### src/rtl/player_control_fsm.sv
// Player control: transport FSM, track index and volume for the audio player.
// Consumes single-cycle button pulses and handshakes track loads with the ROM reader.
module player_control_fsm #(
    parameter int NUM_TRACKS  = 8,
    parameter int TRACK_W     = 3,
    parameter int VOL_W       = 4,
    parameter int VOL_MAX     = 15,
    parameter int VOL_DEFAULT = 8,
    parameter bit LOOP_ALL    = 1'b1
) (
    input  logic               clk,
    input  logic               rst,
    input  logic               play_pause,
    input  logic               volume_up,
    input  logic               volume_down,
    input  logic               forward,
    input  logic               backward,
    input  logic               load_ack,
    input  logic               track_end,
    output logic [1:0]         state,
    output logic [TRACK_W-1:0] track_idx,
    output logic [VOL_W-1:0]   volume,
    output logic               load_req,
    output logic               audio_en,
    output logic               track_changed
);

    // state | meaning
    // IDLE  | stopped, waiting for play_pause
    // LOAD  | load_req held high until the ROM reader acks track_idx
    // PLAY  | audio running on track_idx
    // PAUSE | track loaded, audio held off
    typedef enum logic [1:0] {
        IDLE  = 2'b00,
        LOAD  = 2'b01,
        PLAY  = 2'b10,
        PAUSE = 2'b11
    } state_t;

    localparam logic [TRACK_W-1:0] LAST_IDX = TRACK_W'(NUM_TRACKS - 1);
    localparam logic [VOL_W-1:0]   VOL_TOP  = VOL_W'(VOL_MAX);
    localparam logic [VOL_W-1:0]   VOL_RST  = VOL_W'(VOL_DEFAULT);

    state_t             cur_state;
    logic               play_after;
    logic [TRACK_W-1:0] idx_inc;
    logic [TRACK_W-1:0] idx_dec;

    assign state   = cur_state;
    assign idx_inc = (track_idx == LAST_IDX) ? '0 : track_idx + 1'b1;
    assign idx_dec = (track_idx == '0) ? LAST_IDX : track_idx - 1'b1;

    always_ff @(posedge clk or posedge rst) begin
        if (rst) begin
            cur_state     <= IDLE;
            track_idx     <= '0;
            play_after    <= 1'b0;
            load_req      <= 1'b0;
            audio_en      <= 1'b0;
            track_changed <= 1'b0;
        end else begin
            track_changed <= 1'b0;
            case (cur_state)
                IDLE: begin
                    if (play_pause) begin
                        play_after <= 1'b1;
                        cur_state  <= LOAD;
                        load_req   <= 1'b1;
                    end
                end
                LOAD: begin
                    // a play_pause coinciding with the ack is dropped
                    if (load_ack) begin
                        load_req <= 1'b0;
                        if (play_after) begin
                            cur_state <= PLAY;
                            audio_en  <= 1'b1;
                        end else begin
                            cur_state <= PAUSE;
                        end
                    end else if (play_pause) begin
                        play_after <= ~play_after;
                    end
                end
                PLAY: begin
                    if (forward) begin
                        track_idx     <= idx_inc;
                        track_changed <= (idx_inc != track_idx);
                        play_after    <= 1'b1;
                        cur_state     <= LOAD;
                        load_req      <= 1'b1;
                        audio_en      <= 1'b0;
                    end else if (backward) begin
                        track_idx     <= idx_dec;
                        track_changed <= (idx_dec != track_idx);
                        play_after    <= 1'b1;
                        cur_state     <= LOAD;
                        load_req      <= 1'b1;
                        audio_en      <= 1'b0;
                    end else if (track_end) begin
                        // idx_inc already wraps the last track to 0
                        track_idx     <= idx_inc;
                        track_changed <= (idx_inc != track_idx);
                        audio_en      <= 1'b0;
                        if (track_idx != LAST_IDX || LOOP_ALL) begin
                            play_after <= 1'b1;
                            cur_state  <= LOAD;
                            load_req   <= 1'b1;
                        end else begin
                            cur_state  <= IDLE;
                        end
                    end else if (play_pause) begin
                        cur_state <= PAUSE;
                        audio_en  <= 1'b0;
                    end
                end
                PAUSE: begin
                    if (forward || backward) begin
                        track_idx     <= forward ? idx_inc : idx_dec;
                        track_changed <= forward ? (idx_inc != track_idx)
                                                 : (idx_dec != track_idx);
                        play_after    <= 1'b0;
                        cur_state     <= LOAD;
                        load_req      <= 1'b1;
                    end else if (play_pause) begin
                        cur_state <= PLAY;
                        audio_en  <= 1'b1;
                    end
                end
            endcase
        end
    end

    always_ff @(posedge clk or posedge rst) begin
        if (rst) begin
            volume <= VOL_RST;
        end else if (volume_up && !volume_down && volume != VOL_TOP) begin
            volume <= volume + 1'b1;
        end else if (volume_down && !volume_up && volume != '0) begin
            volume <= volume - 1'b1;
        end
    end

endmodule
### config.mk
export PLATFORM = sky130hd
export DESIGN_NAME = player_control_fsm
export DESIGN_NICKNAME = d
export VERILOG_FILES = /design/src/rtl/player_control_fsm.sv
export SDC_FILE = /design/constraint.sdc
export NUM_CORES = 1
export LEC_CHECK = 0
export CAP_MARGIN = 20
export CORE_MARGIN = 2
export CORE_UTILIZATION = 54
export CTS_BUF_LIST = sky130_fd_sc_hd__clkbuf_2 sky130_fd_sc_hd__clkbuf_4 sky130_fd_sc_hd__clkbuf_8
export DETAILED_ROUTE_END_ITERATION = 8
export PLACE_DENSITY = 0.95
export SLEW_MARGIN = 20
export SYNTH_ARGS = -nofsm -noshare
export SYNTH_HDL_FRONTEND = slang
export SYNTH_SLANG_ARGS = --single-unit
export TNS_END_PERCENT = 50
### constraint.sdc
create_clock -name clk -period 5.41 [get_ports clk]
set_input_delay 1.082 -clock clk [delete_from_list [all_inputs] [get_ports clk]]
set_output_delay 1.082 -clock clk [all_outputs]
set_load 0.01 [all_outputs]
Yosys cells after proc, flatten, opt, wreduce, memory -nomap -nowiden
Cells that the tools add are included.
{"block": "classes", "addsub": 4, "n_eq_ne": 18, "mux": 45, "n_bitwise": 1, "reduce_logical": 18}
{"op": "two-way mux 1 bit", "n": 22}
{"op": "two-way mux 3 bit", "n": 7}
{"op": "two-way mux 2 bit", "n": 8}
{"op": "!= test 2 bit, second input constant", "n": 8}
{"op": "two-way mux 4 bit", "n": 2}
{"op": "!= test 4 bit, second input constant", "n": 2}
{"op": "case mux 1 bit (4 select lines)", "n": 2}
{"op": "case mux 2 bit (4 select lines)", "n": 1}
{"op": "AND reduction 4 bit", "n": 2}
{"op": "!= test 3 bit", "n": 2}
{"op": "case mux 3 bit (2 select lines)", "n": 1}
{"op": "AND reduction 6 bit", "n": 1}
{"op": "!= test 5 bit, second input constant", "n": 1}
{"op": "AND reduction 5 bit", "n": 1}
{"op": "adder 4 x 1 -> 4 bit, second input constant", "n": 1}
{"op": "equality test 2 bit, second input constant", "n": 2}
{"op": "logical AND 1 bit", "n": 4}
{"op": "nonzero test 2 bit", "n": 2}
{"op": "nonzero test 4 bit", "n": 1}
{"op": "subtractor 4 x 1 -> 4 bit, second input constant", "n": 1}
{"op": "adder 3 x 1 -> 3 bit, second input constant", "n": 1}
{"op": "equality test 3 bit, second input constant", "n": 1}
{"op": "logical NOT 3 bit", "n": 1}
{"op": "!= test 3 bit, second input constant", "n": 1}
{"op": "other kinds (10)", "n": 11}
{"block": "word_totals", "reg_bits": 13, "in_bits": 9, "out_inout_bits": 12, "wordCells": 93}

Logic depth before layout (Yosys ltp)
{"block": "logic_depth", "ltp_word": 7, "mapped_depth": 7, "mapped_depth_nobuf": 7}

Least setup slack after synthesis
Ideal clock, no wire load.
{"block": "synth_path", "path_type": "in2reg", "startpoint": "in volume_down", "endpoint": "reg volume[3]", "setup_ps": 75, "arrival_time_ps": 2369, "t_required_ps": 5335, "slack_ps": 2966, "stages": 7, "cell_sequence": "a41oi_1 > nand2_1 > ha_1 > a21o_2 > a21oi_1 > mux2i_1 > xor2_1"}
{"block": "synth_between", "elab_chain_cells": 4}
{"item": "from (decl)", "line": "15", "source": "input logic volume_down,"}
{"item": "logical NOT 1 bit", "line": "137", "source": "end else if (volume_up && !volume_down && volume != VOL_TOP) begin"}
{"item": "logical AND 1 bit (2 in series)", "line": "137"}
{"item": "two-way mux 4 bit or nonzero test 2 bit (tied branches)"}
{"item": "to (signal assigned)", "line": "138", "source": "volume <= volume + 1'b1;"}
{"item": "to (signal assigned)", "line": "140", "source": "volume <= volume - 1'b1;"}
{"item": "to (decl)", "line": "22", "source": "output logic [VOL_W-1:0] volume,"}
Several ways; a longest one is shown, not always the timed one.
A chain may end at the register's enable or synchronous reset.

Worst setup path after layout
Same ends and word-level chain as after synthesis.

==> flow_summary.json <==
{
  "outcome": "completed",
  "dp_hpwl_um": 1410,
  "cts.repair.resized": 0,
  "grt_pass1_vias": 703,
  "clk_latency_ns": 0.28,
  "cp_cell_sequence": "clkdlybuf4s50_1, a41oi_1, nand2_1, ha_1, a21o_2, a21oi_1, mux2i_1, xor2_1",
  "fin_skew_ns": 0.00697,
  "cp.required_ns": 5.62,
  "p_per_area_nw_per_um2": 562,
  "tightestPinTransition_ns": 0.481,
  "synthCells": 84,
  "die_x_um": 43.5,
  "p_total_w": 0.000607,
  "htree_levels": 1,
  "die_h_um": 43.5,
  "layout_common_cells": "clkdlybuf4s50_1, dfrtp_1, nand2_1",
  "setup-violations-final": 0,
  "root_buffer": "clkbuf_4",
  "critPathSlowestCell": "clkdlybuf4s50_1",
  "start_util_pct": 56.6,
  "startpoint_type": "input pin",
  "num-fill-cells": 106,
  "totalNegativeSetupSlack_ns": 0,
  "synthToLayoutAreaGrowth_pct": 28.2,
  "io_pins": 21,
  "grt.total_usage_pct": 21.7,
  "peakVddDrop_mv": 0.345,
  "fp.dieArea_um2": 1890,
  "synthArstFlopShare_pct": 100,
  "synth_edf_count": 0,
  "ys.warnings.count": 0,
  "ys_types": 36,
  "syn_area_um2": 842,
  "hold_viol_final": 0,
  "nets": 123,
  "final_common_cell": "clkdlybuf4s50_1",
  "vias": 712,
  "grt-ovfl-total": 0,
  "clkTransAtPathRegs_ns": 0.09,
  "critical_path_peak_fanout": 5,
  "critPathKind": "input pin to flip-flop",
  "cp.arrival_ns": 2.96,
  "rsz0062_at_grt": "no",
  "clockBufferDepth": 2,
  "clock.fmax_mhz": 364,
  "cts.sinks": 13,
  "dr.first_iter.drc_count": 9,
  "relSlewSlack_pct": 67.9,
  "drv_slew": 0,
  "cts_inserted_buffers": 3,
  "cts_tree": "done",
  "ys.flop_type": "dfrtp_1",
  "post-route-drc-count": 0,
  "grt_pass1_wl_um": 3060,
  "antenna_found_initial": 0,
  "core_area_um2": 1490,
  "register_area_um2": 327,
  "drt-wirelength-per-cell_um": 14.5,
  "regToRegSetupSlack_ns": 3.37,
  "cts_setup_buffers": 0,
  "p_leak_nw": 0.464,
  "gp_congestion": 0.746,
  "synth.net_count": 100,
  "drt-total-wl_um": 1780,
  "antennaDiodeCount": 0,
  "ys_seq_area_share_pct": 38.8,
  "slowest_delay_ns": 0.43,
  "hold-worst-slack_ns": 0.540,
  "cts_hold_buffers": 0,
  "cap_viol_max_count": 0,
  "drt-pass1-iter-count": 4,
  "vias_per_cell": 5.84,
  "rows": 14,
  "antenna_left": 0,
  "period_minus_slack_ns": 2.75,
  "endpoint_kind": "flip-flop",
  "port_buffers": 20,
  "grt_max_degree": 14,
  "drive_gt1_share_pct": 13.2,
  "multiInputGateArea_um2": 490,
  "synth-seq-cells": 13,
  "fin_crit_sh_pct": 50.8,
  "avgSynthCellArea_um2": 10.0,
  "hold_path_class": "flip-flop to flip-flop"
}
-- cells in the mapped netlist (2+ instances only) --
master	number	share of area [%]
a21oi_1	6	3.6
mux2_1	2	2.7
o31ai_1	2	1.8
nand2b_1	2	1.5
or2_2	2	1.5
nor2b_1	3	2.2
mux2i_1	2	2.4
ha_1	6	8.9
nor2_1	5	2.2
o22a_1	2	2.1
inv_1	4	1.8
dfrtp_1	12	36
buf_2	2	1.2
nand2_1	7	3.1
o21ai_0	2	1.2
xor2_1	3	3.1
nand3b_1	3	2.7
-- registers in the layout (all words and copies together) (netlist names) --
| register | flops |
|---|---|
| state | 2 |
| track_idx | 3 |
| play_after | 1 |
| track_changed | 1 |
| audio_en | 1 |
| volume | 4 |
| load_req | 1 |
-- per-stage QoR --
stage	setup WS, ns	instances	cell area (um^2)	util [%]
6_report	2.66	122	1080	72.5
5_1_grt	2.51	122	1080	72.5
4_1_cts	2.64	122	1080	72.5
3_5_place_dp	2.35	118	1050	70.7
3_3_place_gp	2.49	118	1050	70.7
2_1_floorplan	2.97	84	842	-
-- cell type report --
type                       count  share of cell area [%]
clock buffer                   3                    2.09
timing repair buffer          20                    18.5
multi-input combinational     65                    45.4
sequential                    13                    30.2
tap                           16                    1.85
inverter                       4                    1.39
clock inverter                 1                   0.463
-- worst max-delay path: cells and delay by family --
| family | cells | cell delay [ns] |
|---|---|---|
| AOI/OAI and AO/OA | 3 | 0.54 |
| buffers and inverters | 1 | 0.43 |
| adders and majority gates | 1 | 0.33 |
| muxes | 1 | 0.23 |
| and+or+nand+nor | 1 | 0.18 |
| xor gates and xnor gates | 1 | 0.16 |
-- worst paths after layout --
| check | endpoint | start | cells after the start |
|---|---|---|---|
| worst max-delay path | volume[3] | volume_down | 8 |
| min in group asynchronous | track_idx[1] | rst | 2 |
| worst min-delay path | track_idx[0] | track_idx[0] | 1 |
| worst min register to register | track_idx[0] | track_idx[0] | 1 |
| worst max register to register | volume[3] | volume[1] | 7 |
| max in group asynchronous | volume[3] | rst | 2 |
-- kinds of logic (layout without fill, tap and decap cells) --
kind of cell / after synthesis / count (layout) / share of synthesized area, %
compound gates: 24 / 24 / 21.1
xor+xnor: 4 / 4 / 4.16
fa+ha+maj: 7 / 7 / 11.3
buf+inv: 6 / 28 / 2.97
flops: 13 / 13 / 38.8
mux: 5 / 5 / 6.39
simple gates: 25 / 25 / 15.3
-- power breakdown --
group	internal, W	total (W)	leakage (nW)	switching, W
clock	0.0000274	0.0000621	0.0177	0.0000347
combinational	0.000189	0.000330	0.295	0.000142
sequential	0.000147	0.000214	0.152	0.0000673
total	0.000363	0.000607	0.464	0.000244
-- routing by layer --
layer / GRT usage, % / part of all wire [%]
met2: 35.5 / 49
met5: 0 / 0
met1: 27.5 / 47
met4: 10.3 / 2.2
met3: 4.58 / 2.6
(Power assumes the default switching activity.)
